**config.mk**
```make
export PLATFORM = sky130hd
export DESIGN_NAME = fft_stage_agu_flat
export DESIGN_NICKNAME = d
export VERILOG_FILES = /design/src/rtl/fft_params_pkg.sv /design/src/rtl/fft_stage_agu_if.sv /design/src/rtl/fft_addr_delay_line.sv /design/src/rtl/fft_stage_agu.sv /design/src/flat_wrapper.sv
export SDC_FILE = /design/constraint.sdc
export NUM_CORES = 1
export LEC_CHECK = 0
export BUFFER_PORTS_ARGS = -buffer_cell sky130_fd_sc_hd__clkbuf_2
export CAP_MARGIN = 10
export CORE_ASPECT_RATIO = 1.75
export CORE_MARGIN = 2
export CORE_UTILIZATION = 55
export CTS_BUF_LIST = sky130_fd_sc_hd__clkbuf_16
export DETAILED_ROUTE_END_ITERATION = 8
export GPL_ROUTABILITY_DRIVEN = 0
export GPL_TIMING_DRIVEN = 0
export PLACE_DENSITY = 0.75
export SLEW_MARGIN = 20
export SYNTH_ARGS = -nofsm -noshare
export SYNTH_HDL_FRONTEND = slang
export SYNTH_HIERARCHICAL = 1
export SYNTH_SLANG_ARGS = --single-unit
```
**constraint.sdc**
```tcl
create_clock -name clk -period 9.9 [get_ports clk]
set_input_delay 0.495 -clock clk [delete_from_list [all_inputs] [get_ports clk]]
set_output_delay 0.495 -clock clk [all_outputs]
set_load 0.005 [all_outputs]
```
**src/rtl/fft_params_pkg.sv**
```systemverilog
// Shared parameters, types and address arithmetic for the fft256 stage sequencer.
// Imported by the stage AGU, its interface and the write-back delay line.
package fft_params_pkg;

    localparam int N        = 256;
    localparam int LOG2N    = $clog2(N);
    localparam int STAGES   = LOG2N;
    localparam int RD_LAT   = 1;
    localparam int BF_LAT   = 4;
    localparam int PIPE_LAT = RD_LAT + BF_LAT;

    typedef logic [LOG2N-1:0]         addr_t;
    typedef logic [LOG2N-2:0]         tw_addr_t;
    typedef logic [LOG2N-2:0]         k_t;
    typedef logic [$clog2(LOG2N)-1:0] stage_t;

    typedef enum logic [1:0] {IDLE, ISSUE, DRAIN} agu_state_t;

    typedef struct packed {
        logic  valid;
        addr_t a;
        addr_t b;
    } wb_entry_t;

    typedef struct packed {
        addr_t    a;
        addr_t    b;
        tw_addr_t tw;
    } bf_addr_t;

    function automatic stage_t clamp_stage(input stage_t idx);
        if (32'(idx) >= LOG2N) return stage_t'(LOG2N - 1);
        return idx;
    endfunction

    // Butterfly k of stage s: insert a zero bit at position s for leg a, set it for leg b.
    function automatic bf_addr_t bf_addr(input k_t k, input stage_t s);
        int unsigned sh;
        addr_t       kk, half, pos;
        bf_addr_t    r;
        sh   = 32'(s);
        kk   = addr_t'(k);
        half = addr_t'(1) << sh;
        pos  = kk & (half - addr_t'(1));
        r.a  = ((kk >> sh) << (sh + 1)) | pos;
        r.b  = r.a + half;
        r.tw = tw_addr_t'(pos << (LOG2N - 1 - sh));
        return r;
    endfunction

endpackage

```
**src/rtl/fft_stage_agu_if.sv**
```systemverilog
// Control/memory-side signal bundle of the stage AGU.
// master = control FSM and memory side, slave = the AGU itself.
interface fft_stage_agu_if;
    import fft_params_pkg::*;

    logic     stage_start;
    stage_t   stage_idx;
    logic     mem_ready;
    logic     rd_en;
    addr_t    rd_addr_a;
    addr_t    rd_addr_b;
    tw_addr_t tw_addr;
    logic     wr_en;
    addr_t    wr_addr_a;
    addr_t    wr_addr_b;
    logic     busy;
    logic     stage_done;

    modport master (
        output stage_start, stage_idx, mem_ready,
        input  rd_en, rd_addr_a, rd_addr_b, tw_addr,
        input  wr_en, wr_addr_a, wr_addr_b, busy, stage_done
    );

    modport slave (
        input  stage_start, stage_idx, mem_ready,
        output rd_en, rd_addr_a, rd_addr_b, tw_addr,
        output wr_en, wr_addr_a, wr_addr_b, busy, stage_done
    );

endinterface

```
**src/rtl/fft_addr_delay_line.sv**
```systemverilog
// Fixed-depth {valid,a,b} shift register that replays read pairs as write-back pairs.
// empty_next reports whether the line will hold no valid entry after the coming edge.
module fft_addr_delay_line
    import fft_params_pkg::*;
#(
    parameter int DEPTH = PIPE_LAT
) (
    input  logic      clk,
    input  logic      rst,
    input  wb_entry_t din,
    output wb_entry_t dout,
    output logic      empty_next
);

    wb_entry_t pipe [DEPTH];
    wb_entry_t nxt  [DEPTH];

    // NOTE: every variable written in always_comb gets a value on every path, so no latch is inferred.
    always_comb begin
        nxt[0]     = din;
        empty_next = !din.valid;
        for (int i = 1; i < DEPTH; i++) begin
            nxt[i] = pipe[i-1];
            if (pipe[i-1].valid) empty_next = 1'b0;
        end
    end

    // NOTE: the whole line is reset, not just the valid bits, because its tail drives wr_addr_* directly.
    always_ff @(posedge clk) begin
        if (rst) begin
            for (int i = 0; i < DEPTH; i++) pipe[i] <= '0;
        end else begin
            for (int i = 0; i < DEPTH; i++) pipe[i] <= nxt[i];
        end
    end

    assign dout = pipe[DEPTH-1];

endmodule

```
**src/rtl/fft_stage_agu.sv**
```systemverilog
// Per-stage butterfly address sequencer for the fft256 radix-2 DIT datapath.
// Issues N/2 read pairs with twiddle addresses, replays them as writes after PIPE_LAT, pulses stage_done.
module fft_stage_agu
    import fft_params_pkg::*;
(
    input  logic           clk,
    input  logic           rst,
    fft_stage_agu_if.slave bus
);

    localparam k_t K_LAST = k_t'(N/2 - 1);

    agu_state_t state;
    k_t         k;
    stage_t     s_q;

    logic       accept;
    logic       issue;
    k_t         cur_k;
    stage_t     cur_s;
    bf_addr_t   addr;
    wb_entry_t  wb_in;
    wb_entry_t  wb_out;
    logic       line_empty_next;

    // The accepting edge already issues k=0, so rd_en rises the cycle after stage_start.
    always_comb begin
        accept = bus.stage_start && (state == IDLE);
        cur_s  = accept ? clamp_stage(bus.stage_idx) : s_q;
        cur_k  = accept ? '0 : k;
        issue  = bus.mem_ready && (accept || (state == ISSUE));
        addr   = bf_addr(cur_k, cur_s);
    end

    // NOTE: sequential state uses non-blocking assignments so every register samples pre-edge values.
    always_ff @(posedge clk) begin
        if (rst) begin
            state          <= IDLE;
            k              <= '0;
            s_q            <= '0;
            bus.rd_en      <= 1'b0;
            bus.rd_addr_a  <= '0;
            bus.rd_addr_b  <= '0;
            bus.tw_addr    <= '0;
            bus.busy       <= 1'b0;
            bus.stage_done <= 1'b0;
        end else begin
            bus.rd_en      <= issue;
            bus.stage_done <= 1'b0;
            bus.busy       <= accept || (state != IDLE);

            if (accept) begin
                s_q   <= cur_s;
                k     <= '0;
                state <= ISSUE;
            end

            if (issue) begin
                bus.rd_addr_a <= addr.a;
                bus.rd_addr_b <= addr.b;
                bus.tw_addr   <= addr.tw;
                k             <= cur_k + 1'b1;
                if (cur_k == K_LAST) state <= DRAIN;
            end

            // Finish once the coming edge empties the line: stage_done lands right after the last wr_en.
            if ((state == DRAIN) && line_empty_next) begin
                state          <= IDLE;
                bus.stage_done <= 1'b1;
            end
        end
    end

    assign wb_in = '{valid: bus.rd_en, a: bus.rd_addr_a, b: bus.rd_addr_b};

    fft_addr_delay_line #(
        .DEPTH(PIPE_LAT)
    ) u_delay (
        .clk       (clk),
        .rst       (rst),
        .din       (wb_in),
        .dout      (wb_out),
        .empty_next(line_empty_next)
    );

    assign bus.wr_en     = wb_out.valid;
    assign bus.wr_addr_a = wb_out.a;
    assign bus.wr_addr_b = wb_out.b;

endmodule

```
**src/flat_wrapper.sv**
```systemverilog
// flat-port wrapper written by rule: the top's interface ports become plain ports
module fft_stage_agu_flat import fft_params_pkg::*;
  (clk, rst, bus_stage_start, bus_stage_idx, bus_mem_ready, bus_rd_en, bus_rd_addr_a, bus_rd_addr_b, bus_tw_addr, bus_wr_en, bus_wr_addr_a, bus_wr_addr_b, bus_busy, bus_stage_done);
  fft_stage_agu_if bus_i ();
  input  logic clk;
  input  logic rst;
  input wire logic [$bits(bus_i.stage_start)-1:0] bus_stage_start;
  input wire logic [$bits(bus_i.stage_idx)-1:0] bus_stage_idx;
  input wire logic [$bits(bus_i.mem_ready)-1:0] bus_mem_ready;
  output wire logic [$bits(bus_i.rd_en)-1:0] bus_rd_en;
  output wire logic [$bits(bus_i.rd_addr_a)-1:0] bus_rd_addr_a;
  output wire logic [$bits(bus_i.rd_addr_b)-1:0] bus_rd_addr_b;
  output wire logic [$bits(bus_i.tw_addr)-1:0] bus_tw_addr;
  output wire logic [$bits(bus_i.wr_en)-1:0] bus_wr_en;
  output wire logic [$bits(bus_i.wr_addr_a)-1:0] bus_wr_addr_a;
  output wire logic [$bits(bus_i.wr_addr_b)-1:0] bus_wr_addr_b;
  output wire logic [$bits(bus_i.busy)-1:0] bus_busy;
  output wire logic [$bits(bus_i.stage_done)-1:0] bus_stage_done;
  assign bus_i.stage_start = bus_stage_start;
  assign bus_i.stage_idx = bus_stage_idx;
  assign bus_i.mem_ready = bus_mem_ready;
  assign bus_rd_en = bus_i.rd_en;
  assign bus_rd_addr_a = bus_i.rd_addr_a;
  assign bus_rd_addr_b = bus_i.rd_addr_b;
  assign bus_tw_addr = bus_i.tw_addr;
  assign bus_wr_en = bus_i.wr_en;
  assign bus_wr_addr_a = bus_i.wr_addr_a;
  assign bus_wr_addr_b = bus_i.wr_addr_b;
  assign bus_busy = bus_i.busy;
  assign bus_stage_done = bus_i.stage_done;
  fft_stage_agu u_core (.clk(clk), .rst(rst), .bus(bus_i));
endmodule
```
==> results.json, run 1 <==
{
  "cpLargestDelayFamily": "compound AO/OA/AOI/OAI gates",
  "ys_top_cells_by_area": "dfxtp_1 49%, nor2b_1 11%, nor2_1 3.5%",
  "timing.final.ws_setup_ns": 4.730,
  "hpwl_um": 9022,
  "syn_inst": 542,
  "rsz0062_at_grt": "false",
  "yosys_most_used_dff": "dfxtp_1",
  "num_rows": 46,
  "dieArea_um2": 9888,
  "utilization_pct": 66.19,
  "cts_buffer_depth": 2,
  "synth_top_area_share_pct": 49.31,
  "num-nets-final": 631,
  "root_buffer": "clkbuf_16",
  "min_period_ns": 5.170,
  "finalPower_mw": 1.166,
  "drc_errors": 0,
  "dr.pass1.iters": 8,
  "worstPathArrival_ns": 5.45,
  "clk_latency_ns": 0.40,
  "cp.depth": 18,
  "syn_area_um2": 4994,
  "synth_edf_count": 0,
  "grt_pass1_wl_um": 19470,
  "required_ns": 10.18,
  "vias": 4179,
  "grt_overflow_total": 0,
  "synthArstFlopShare_pct": 0,
  "final-setup-viol-count": 0,
  "synth_fp_nets": 563,
  "powerDensity_nw_per_um2": 197.5,
  "dp_slack_ns": 4.661,
  "grt_pass1_vias": 3930,
  "vdd_drop_max_uv": 139.2,
  "die_h_um": 130.1,
  "end_kind": "flip-flop",
  "ys_top_cells_by_count": "123 x dfxtp_1, 89 x nor2b_1, 46 x nor2_1, 41 x nand2_1, 25 x a21oi_1",
  "viasPerCell": 5.640,
  "cts_hold_buf": 0,
  "die_w_um": 76.03,
  "grt_max_degree": 17,
  "ios": 50,
  "worst_slew_pin_slew_ns": 0.7852,
  "max_stage_delay_ns": 0.54,
  "fin_skew_ns": 0.008249,
  "slew_headroom_pct": 47.30,
  "yosysTopAreaCell": "dfxtp_1",
  "numCtsBuffers": 17,
  "start_kind": "flip-flop",
  "cpMostUsedCell": "inv_1",
  "worstRegToRegCells": 18,
  "post-synth-top-count-cell": "dfxtp_1",
  "h-tree-depth": 4,
  "path_cells": "buf_6 > nor3b_4 > mux2i_1 > clkbuf_1 > inv_1 > ha_1 > inv_1 > o41ai_1 > o21ai_0 > a21oi_1 > or3_1 > ha_1 > inv_1 > o221ai_1 > o41ai_1 > xnor2_1 > o32a_1 > nand3b_1",
  "io_buffer_count": 49,
  "cp_slowest_cell": "mux2i_1",
  "maxCapViolCount": 0,
  "fin_crit_sh_pct": 52.23,
  "fmax_ghz": 0.1934,
  "cts_resized": 0,
  "yosys_warnings": 6,
  "p_leak_nw": 2.479,
  "avgRoutedWirePerCell_um": 16.53,
  "yosysUniqueCellTypes": 65,
  "crit_type": "reg2reg",
  "track_usage_pct": 25.52,
  "start_util_pct": 55.97,
  "n_fill_cell": 731,
  "tns_ns": 0,
  "hold_path_class": "in2reg",
  "maxSlewViolCount": 0,
  "yosys_register_bits": 123,
  "path_max_fanout": 10,
  "syn_avg_cell_area_um2": 9.213,
  "coreArea_um2": 8921,
  "drive_above_1_share_pct": 16.59,
  "cp.buffers_inverters": 5,
  "numClockSinks": 123,
  "hold_depth": 3,
  "status": "complete, no violations",
  "postCtsSetupRepairBufs": 0,
  "clk_pin_slew_worst_paths_ns": 0.05,
  "postRouteAntennaNets": 0,
  "drt-total-wl_um": 12250,
  "antenna_found_initial": 0,
  "drt_iter0_drc": 303,
  "finalHoldViolations": 0,
  "cts_tree": "built",
  "num_antenna_cells": 0,
  "seq_area_frac_synth_pct": 49.31,
  "area_delta_synth_final_pct": 18.24
}
-- worst min-delay path, delay by kind of cell --
kind / cells / cell delay, ns
AND/OR/NAND/NOR: 2 / 0.13
buffers and inverters: 1 / 0.12
-- sequential cells by signal (all words and copies together), names as in the netlist --
name / cells
u_core/bus.busy: 1
u_core/bus.rd_addr_a: 8
u_core/bus.rd_addr_b: 8
u_core/bus.rd_en: 1
u_core/bus.stage_done: 1
u_core/bus.tw_addr: 7
u_core/k: 7
u_core/s_q: 3
u_core/state: 2
u_core/u_delay/pipe: 85
-- per-layer routing --
metal,GRT usage (%),part of all wire (%),vias up
met5,0,0,-
li1,-,-,1974
met4,14.44,5.3,0
met3,5.878,6.7,51
met2,49.53,54,223
met1,24.71,34,1931
-- report_power, final --
part,internal [mW],switching [mW]
Combinational,0.0410,0.0769
Clock,0.334,0.198
Sequential,0.509,0.00709
Total,0.884,0.282
-- cell families after synthesis --
logic type	Yosys count	share of synthesized area, %
AO/OA/AOI/OAI	86	11.28
XOR/XNOR	10	1.754
adder cells (fa/ha/maj)	14	3.658
buffers and inverters	49	4.109
flip-flops	123	49.31
multiplexers	12	2.756
AND/OR/NAND/NOR	248	27.14
-- final timing paths --
kind | startpoint | end | slack [ns]
worst max-delay path | u_core/state[0] | u_core/bus.rd_addr_b[7] | 4.73
worst min register to register | u_core/u_delay/pipe[0][6] | u_core/u_delay/pipe[0][23] | 0.43
worst min-delay path | bus_stage_start | u_core/bus.busy | 0.40
worst max register to register | u_core/state[0] | u_core/bus.rd_addr_b[7] | 4.73
-- final cells by class --
type                            instances  area, um^2  area share, %
Timing Repair Buffer                   49       245.2          4.153
Sequential cell                       123        2462          41.70
Clock buffer                           17       425.4          7.205
Multi-Input combinational cell        370        2326          39.39
Tap cell                              120       150.1          2.543
Inverter                               16       60.06          1.017
Clock inverter                         13       90.09          1.526
Buffer                                 33       145.1          2.458
-- per-stage QoR --
step | std cells | hold WS (ns) | instance area [um^2]
global route | 741 | 0.4235 | 5904
global placement | 711 | 0.4168 | 5389
finish | 741 | 0.3972 | 5904
floorplan | 542 | 0.4138 | 4994
detailed placement | 711 | 0.4204 | 5389
CTS | 741 | 0.3927 | 5904
-- layout by cell type, fill, tap and decap left out, types with 4 or more instances in the layout --
cell type / count
xnor2_1: 6
or3_1: 5
nor4b_1: 4
buf_2: 11
dfxtp_1: 123
nand3_1: 12
nand2_1: 41
a211oi_1: 6
inv_1: 17
clkinv_1: 4
mux2i_1: 7
and2_1: 5
clkbuf_2: 49
a21oi_1: 25
o21ai_0: 18
nor3_1: 14
ha_1: 13
nor2b_1: 89
clkbuf_16: 17
clkbuf_1: 18
nand3b_1: 4
a31oi_1: 5
xor2_1: 4
nor2_1: 46
mux2_2: 4
nand2b_1: 5
Power figures use the tool's default switching activity.
==> run 2, diff against run 1 <==
==> constraint.sdc (replaced) <==
create_clock -name clk -period 5 [get_ports clk]
set_input_delay 0.25 -clock clk [delete_from_list [all_inputs] [get_ports clk]]
set_output_delay 0.25 -clock clk [all_outputs]
set_load 0.005 [all_outputs]
==> run 2 against run 1 <==
Net effect: combinational power rose by 100%; critical path depth is 2 higher; clock skew is 0.0015 ns higher; wire length increased by 0.44%; sequential power grew 98%; cell area up 0.59%; via count up 0.62%; critical path type unchanged.
==> results.json, run 2 (synthesized netlist as in run 1, its figures left out) <==
{
  "io_buffer_count": 49,
  "status": "complete, no violations",
  "worstHoldStart": "bus_stage_start",
  "start_util_pct": 55.97,
  "vias": 4205,
  "grt_pass1_vias": 3933,
  "ios": 50,
  "final-setup-viol-count": 0,
  "n_fill_cell": 724,
  "powerDensity_nw_per_um2": 389.4,
  "dr.pass1.iters": 6,
  "final_cell_mix": "123 x dfxtp_1, 89 x nor2b_1, 50 x clkbuf_2",
  "numCtsBuffers": 17,
  "utilization_pct": 66.58,
  "fin_skew_ns": 0.009743,
  "area_delta_synth_final_pct": 18.94,
  "drt_iter0_drc": 321,
  "required_ns": 5.28,
  "drt-total-wl_um": 12300,
  "place_area_um2": 5389,
  "die_h_um": 130.1,
  "hpwl_um": 9022,
  "fin_crit_sh_pct": 94.78,
  "rsz0062_at_grt": "false",
  "slew_headroom_pct": 47.82,
  "coreArea_um2": 8921,
  "grt_overflow_total": 0,
  "top_regs": "u_core/u_delay/pipe: 85 flops, u_core/bus.rd_addr_a: 8 flops, u_core/bus.rd_addr_b: 8 flops",
  "dp_slack_ns": -0.01428,
  "cts_hold_buf": 0,
  "min_period_ns": 4.739,
  "path_max_fanout": 10,
  "worstPathArrival_ns": 5.02,
  "num-nets-final": 633,
  "root_buffer": "clkbuf_16",
  "avgRoutedWirePerCell_um": 16.56,
  "final_common_cell": "dfxtp_1",
  "cts_buffer_depth": 2,
  "maxCapViolCount": 0,
  "h-tree-depth": 4,
  "clk_latency_ns": 0.40,
  "tns_ns": 0,
  "die_w_um": 76.03,
  "timing.final.ws_setup_ns": 0.2610,
  "top_register": "u_core/u_delay/pipe",
  "largest_reg_flops": 85,
  "antenna_found_initial": 0,
  "postRouteAntennaNets": 0,
  "worst_slew_pin_slew_ns": 0.7726,
  "crit-reg2reg-launch": "u_core/state[0]",
  "viasPerCell": 5.659,
  "cts_tree": "built",
  "numClockSinks": 123,
  "end_kind": "flip-flop",
  "drc_errors": 0,
  "dieArea_um2": 9888,
  "p_leak_nw": 2.509,
  "start_kind": "flip-flop",
  "dp.cells": 711,
  "finalHoldViolations": 0,
  "grt_max_degree": 17,
  "vdd_drop_max_uv": 275.2,
  "clk_pin_slew_worst_paths_ns": 0.05,
  "num_antenna_cells": 0,
  "fmax_ghz": 0.2110,
  "stdcell_count": 743,
  "cp-startpoint": "u_core/state[0]",
  "drive_above_1_share_pct": 17.34,
  "num_rows": 46,
  "finalPower_mw": 2.313,
  "track_usage_pct": 25.52,
  "maxSlewViolCount": 0,
  "hold_slack_ns": 0.1539,
  "crit_type": "reg2reg",
  "grt_pass1_wl_um": 19470,
  "hold_path_class": "in2reg",
  "final_cell_area_um2": 5939
}
## run 2: cell types whose count changed in the layout (fill, tap and decap cells not counted)
cell / previous run / this run
mux2i_2: 0 / 1
mux2i_1: 7 / 6
o41ai_1: 2 / 1
a21boi_4: 0 / 1
o21ai_0: 18 / 17
a21boi_2: 1 / 0
o21ai_1: 2 / 3
buf_4: 0 / 2
clkbuf_2: 49 / 50
clkbuf_1: 18 / 17
o41ai_2: 0 / 1
## run 2: repair_timing
action,in CTS,in global routing
gates resized for setup,1,5
endpoints found under the setup margin,1,3
setup buffers,0,2
cloned,0,0
pin swaps,0,1
endpoints found under the hold margin,0,0
## run 2: layout make-up
type,instances,area [um^2],share of cell area [%]
tap,120,150.1,2.528
sequential,123,2462,41.46
clock buffer,17,425.4,7.162
timing repair buffer,51,260.3,4.382
inverter,16,60.06,1.011
clock inverter,13,90.09,1.517
buffer,33,146.4,2.465
multi-input combinational,370,2345,39.48
## run 2: report_power, final
| group | switching, mW | internal [mW] | leakage, nW |
|---|---|---|---|
| Sequential | 0.0143 | 1.01 | 0.997 |
| Clock | 0.392 | 0.661 | 0.258 |
| Combinational | 0.153 | 0.0840 | 1.25 |
## run 2: final timing paths
check | slack, ns | cells past startpoint | endpoint
worst min register to register | 0.43 | 1 | u_core/u_delay/pipe[0][27]
worst max register to register | 0.26 | 20 | u_core/bus.rd_addr_b[7]
worst min-delay path | 0.15 | 3 | u_core/bus.busy
worst max-delay path | 0.26 | 20 | u_core/bus.rd_addr_b[7]
## run 2: worst max-delay path: stages, from the launching register on
cell,delay (ns)
dfxtp_1,0.30
buf_6,0.13
or3b_1,0.36
buf_2,0.20
nand2_2,0.11
a21boi_4,0.26
inv_2,0.14
ha_1,0.25
ha_1,0.38
inv_1,0.18
o41ai_1,0.18
o21ai_1,0.24
a21oi_1,0.11
or3_1,0.32
ha_1,0.32
nand3_1,0.09
o221ai_1,0.32
o41ai_2,0.11
xnor2_1,0.32
o32a_1,0.22
nand3b_1,0.07
## run 2: routing by layer
layer | share of wire [%] | global-route usage (%) | up-vias
li1 | - | - | 1979
met3 | 7.0 | 5.878 | 51
met2 | 54 | 49.58 | 233
met1 | 34 | 24.67 | 1942
met5 | 0 | 0 | -
met4 | 5.3 | 14.44 | 0
